===== src/rtl/status_array_ctrl_pkg.sv =====
// status_array_ctrl_pkg: shared geometry and sequencer state encoding for the status-array controller.
package status_array_ctrl_pkg;
    localparam int ADDR_WIDTH = 4;
    localparam int ROW_WIDTH  = 8;
    localparam int NUM_BLOCKS = 8;
    typedef enum logic {SWEEP = 1'b0, RUN = 1'b1} state_t;
endpackage


===== src/rtl/status_req_arbiter.sv =====
// status_req_arbiter: lookup/update arbiter, update first, strict alternation under contention.
module status_req_arbiter (
    input  logic clk,
    input  logic srst,
    input  logic i_lk_valid,
    input  logic i_up_valid,
    input  logic i_en,
    output logic lk_grant,
    output logic up_grant
);
    logic last_up;
    always_comb begin
        up_grant = i_en && i_up_valid && (!i_lk_valid || !last_up);
        lk_grant = i_en && i_lk_valid && (!i_up_valid || last_up);
    end
    always_ff @(posedge clk) begin
        if (srst) last_up <= 1'b0;
        else if (up_grant || lk_grant) last_up <= up_grant;
    end
endmodule


===== src/rtl/status_array_ctrl.sv =====
// status_array_ctrl: clears all status rows after reset/flush, then arbitrates lookups and updates onto the array port.
module status_array_ctrl
    import status_array_ctrl_pkg::*;
#(
    parameter int TAG_WIDTH = 1
) (
    input  logic                  clk,
    input  logic                  srst,
    input  logic                  i_lk_valid,
    input  logic [ADDR_WIDTH-1:0] i_lk_addr,
    input  logic [TAG_WIDTH-1:0]  i_lk_tag,
    output logic                  o_lk_ready,
    input  logic                  i_up_valid,
    input  logic [ADDR_WIDTH-1:0] i_up_addr,
    input  logic [ROW_WIDTH-1:0]  i_up_data,
    input  logic [NUM_BLOCKS-1:0] i_up_wmask,
    output logic                  o_up_ready,
    input  logic                  i_flush,
    output logic                  o_sa_valid,
    output logic                  o_sa_wen,
    output logic [ADDR_WIDTH-1:0] o_sa_addr,
    output logic [ROW_WIDTH-1:0]  o_sa_data,
    output logic [NUM_BLOCKS-1:0] o_sa_wmask,
    output logic [TAG_WIDTH-1:0]  o_sa_tag,
    input  logic                  i_sa_ready,
    output logic                  o_init_done,
    output logic                  o_busy
);
    state_t                state;
    logic [ADDR_WIDTH-1:0] cnt;
    logic                  flush_pend, init_done, sweep_wr, en, lk_g, up_g;
    always_comb begin
        sweep_wr = !srst && i_sa_ready && state == SWEEP;
        en       = !srst && i_sa_ready && state == RUN && !flush_pend && !i_flush;
    end
    status_req_arbiter u_arb (
        .clk       (clk),
        .srst      (srst),
        .i_lk_valid(i_lk_valid),
        .i_up_valid(i_up_valid),
        .i_en      (en),
        .lk_grant  (lk_g),
        .up_grant  (up_g)
    );
    // A flush seen while halted is remembered and acted on at the next ready cycle.
    always_ff @(posedge clk) begin
        if (srst) begin
            state      <= SWEEP;
            cnt        <= '0;
            flush_pend <= 1'b0;
            init_done  <= 1'b0;
        end else if (state == SWEEP) begin
            flush_pend <= 1'b0;
            if (i_sa_ready) begin
                cnt <= cnt + ADDR_WIDTH'(1);
                if (&cnt) begin
                    state     <= RUN;
                    init_done <= 1'b1;
                end
            end
        end else if (i_sa_ready && (flush_pend || i_flush)) begin
            state      <= SWEEP;
            flush_pend <= 1'b0;
        end else if (i_flush) begin
            flush_pend <= 1'b1;
        end
    end
    always_comb begin
        o_lk_ready  = lk_g;
        o_up_ready  = up_g;
        o_sa_valid  = sweep_wr || up_g || lk_g;
        o_sa_wen    = sweep_wr || up_g;
        o_sa_addr   = sweep_wr ? cnt : up_g ? i_up_addr : lk_g ? i_lk_addr : '0;
        o_sa_data   = up_g ? i_up_data : '0;
        o_sa_wmask  = sweep_wr ? '1 : up_g ? i_up_wmask : '0;
        o_sa_tag    = lk_g ? i_lk_tag : '0;
        o_init_done = init_done;
        o_busy      = state == SWEEP;
    end
endmodule


===== config.mk =====
export PLATFORM = sky130hd
export DESIGN_NAME = status_array_ctrl
export DESIGN_NICKNAME = d
export VERILOG_FILES = /design/src/rtl/status_array_ctrl_pkg.sv /design/src/rtl/status_req_arbiter.sv /design/src/rtl/status_array_ctrl.sv
export SDC_FILE = /design/constraint.sdc
export NUM_CORES = 1
export LEC_CHECK = 0
export ABC_AREA = 0
export CORE_MARGIN = 2
export CORE_UTILIZATION = 26
export CTS_CLUSTER_SIZE = 12
export DETAILED_ROUTE_END_ITERATION = 8
export PLACE_DENSITY = 0.75
export SYNTH_ARGS = -nofsm -noshare
export SYNTH_HDL_FRONTEND = slang
export SYNTH_HIERARCHICAL = 1
export SYNTH_SLANG_ARGS = --single-unit

===== constraint.sdc =====
create_clock -name clk -period 1.7 [get_ports clk]
set_clock_uncertainty 0.1 [all_clocks]
set_input_delay 0.255 -clock clk [delete_from_list [all_inputs] [get_ports clk]]
set_output_delay 0.255 -clock clk [all_outputs]
set_load 0.01 [all_outputs]

==> summary.md <==
| Metric | Value |
|---|---|
| Failing checks | negative setup slack |
| Top cell type's share of synthesized area | between 20% and 30% |
| Synth Area in XOR/XNOR | 2.93% |
| Synthesized area | about 600 sq um |
| Peak supply drop | ~440 uV |
| Most frequent cell after synthesis | and2_1 |
| Most frequent cells after synthesis | 9 x and2_1, 8 x a21o_1, 8 x dfxtp_1 |
| Compound-Gate Fraction of Synth Area | between 20% and 30% |
| CP Data Required Time | around 1300 ps |
| Number of different library cells in the post-synthesis netlist | 26 |
| Fmax | around 470 MHz |
| Synthesized instance count | 75 |
| Die W | just over 50 microns |
| Fin crit share | 125% |
| Most used DFF post-synth | dfxtp_1 |
| WS Path Type | flip-flop to primary output |
| Clock Sinks | 8 |
| Share of cells above drive strength 1 | between 40 and 50% |
| DR vias | about 840 |
| Hold crit path type | input port to flip-flop |
| Die Span Y | 52.0 microns |
| IO buf count | 57 |
| Multiplexer share of the synthesized area | under 10% |
| Top cells by area, synth | dfxtp_1 27%, a21o_1 10%, and2_1 9.4%, a22oi_1 5.0%, nand2_1 4.4% |
| Crit path DAT | about 1800 ps |
| CP Capture Type | primary output |
| Outcome | finished with violations |
| Setup violations, final | 25 |
| Synth-to-Final Area Change | 139% |
| Avg WL per Cell | about 14 microns |
| Largest net degree at the start of global routing | 19 |
| First-pass GRT wire length | between 3000 and 4000 microns |
| Core area | around 2200 sq um |
| Fin worst setup slack | -426 ps |
| Initial Utilization | a little over a quarter |
| Post-synth EDFFs | 0 |
| Clk pwr share | about 29% |
| Adder-Cell Fraction of Synth Area | under 10% |
| Routability cong. | between 0.7 and 0.8 |
| Post-Syn Area per Cell | between 7 and 8 sq um |
| Crit path time final | between 2000 and 2500 ps |
| RSZ-0062 raised after global routing | true |
| Total GRT Usage | a little under a fifth |
| Syn_nets | between 100 and 150 |
| Largest family of logic cells by synthesized area | simple AND/OR/NAND/NOR gates |
| # rows | 17 |
| Cell-internal power | between 0.3 and 0.4 mW |
| Post-Synth Simple-Gate Area | between 30% and 40% |
| Final-report max-slew violation count | 0 |
| Clock Tree Root | clkbuf_4 |
| H-tree levels | 1 |
| Worst-skew pair later-pin latency | 260 ps |
| Initial DRC count | 8 |
| Setup TNS | -8550 ps |
| LEAKAGE | ~0.69 nW |
| Asr flop ratio synth | 0% |
| # nets final | between 150 and 200 |
| Final hold vios | 0 |
| Die area | about 2700 sq um |
| Vias in the first global route | slightly above 800 |
| Hold-fix buffers, CTS | 0 |
| Register area share after synthesis | a little over a quarter |
| Sequential power share | between 30% and 40% |
| Yosys warning total | 6 |
| Post-DR vias/cell | 4.65 |
| Seq cells post-synth | 8 |
| # diodes | 0 |
| CTS Buf Count | 3 |
| CTS Buffer Depth | 2 |
| Finished Core Util | approximately 65% |
| Startpoint Class | flip-flop |
| Sw Pwr | about 0.13 mW |
| Finished Cell Area | 1430 sq um |
| Post-route ant nets | 0 |
| Io pins | 58 |
| PD cells | ~350 nW/um^2 |
| Post-Place Cell Area | between 1000 and 1500 sq um |
| Post-Route WL | between 2000 and 2500 microns |
| Gate power share | a little under a third |
| Largest area contributor in the netlist | dfxtp_1 |
| CTS tree | built |
| Worst slew pin tran | between 200 and 250 ps |
| Detailed Place HPWL | ~1800 microns |
| Max-slew headroom | a little under nine tenths |
| Max Cap Viol | 0 |
| Total grt overflow | 0 |
| CTS clock-pin slew for the worst setup and hold paths | around 60 ps |
| Initial antenna violation count | 0 |
| Post-route DRC | 0 |
| Crit-path max FO | 7 |
| 1st-pass router iterations | 4 |
| Switching Fraction | roughly a quarter |
==> logic make-up after synthesis <==
kind of cell,count (synthesis)
AND/OR/NAND/NOR,32
AO/OA/AOI/OAI,23
flip-flops,8
buffers and inverters,7
XOR/XNOR,2
multiplexers,2
adder cells (fa/ha/maj),1
==> state kept, by name, indices dropped and copies added, names as in the netlist <==
register,cells
cnt,4
state,1
u_arb/last_up,1
flush_pend,1
o_init_done,1
==> cell type report <==
class	instances	area (sq um)
repair buffers	79	734
multi-input cells	60	464
flip-flops and latches	8	163
well taps	28	35.0
clock buffers	3	22.5
inverters	3	11.3
fillers	177	761
==> worst paths after layout <==
kind	startpoint	end	cells after the start	slack [ps]
setup / recovery	flush_pend	o_sa_wmask[3]	9	-430
hold / removal	i_sa_ready	flush_pend	3	330
setup reg to reg	state	cnt[3]	4	490
hold reg to reg	o_init_done	o_init_done	2	370
==> metrics by stage <==
stage	instances	hold WS (ps)	total power, mW	setup slack [ps]
detailed placement	169	350	0.366	-996
global placement	169	337	0.363	-902
finish	181	332	0.508	-426
global route	181	350	0.540	-530
floorplan	75	233	0.249	-95.8
CTS	179	327	0.507	-452
==> cell usage in the layout, fill, tap and decap left out, types with 2 or more instances in the layout <==
cell,synthesis,layout
buf_2,0,15
nor2b_4,1,2
a21o_1,8,8
inv_1,3,3
a22oi_2,0,3
clkdlybuf4s50_1,0,28
nand4_1,2,2
buf_6,2,18
and2_4,0,6
clkbuf_4,0,3
o21ai_1,0,4
dfxtp_2,0,2
buf_12,0,2
buf_4,0,11
a21oi_1,5,3
nor2_1,5,4
and2_1,9,3
dlygate4sd2_1,0,3
nand2_2,0,2
nand2_1,7,5
dfxtp_1,8,6
==> repair_timing <==
action	in CTS	in global routing
resized for setup	123	18
gates cloned	1	0
setup endpoints to repair	25	26
pin swaps	7	10
setup buffers	6	2
==> per-layer routing <==
metal  track usage [%]  part of all wire (%)  vias up
li1                  -                     -      422
met1              21.2                    42      379
met2              31.9                    49       39
met3              4.02                   8.1        2
met4              6.58                  0.78        0
met5                 0                     0        -
==> critical path: stages (launching register included) <==
cell	delay [ps]
dfxtp_2	330
nor2_4	70
and4b_2	290
nand2_2	80
a21oi_4	170
buf_6	140
buf_12	100
buf_8	100
a21o_1	110
buf_2	120
==> power by group through the flow <==
stage	registers (mW)	clock network (mW)	logic (mW)
5_1_grt	0.200	0.170	0.170
6_report	0.199	0.149	0.160
3_5_place_dp	0.203	0	0.163
4_1_cts	0.199	0.154	0.154
3_3_place_gp	0.203	0	0.160
2_1_floorplan	0.201	0	0.0482
Power figures use the tool's default switching activity.
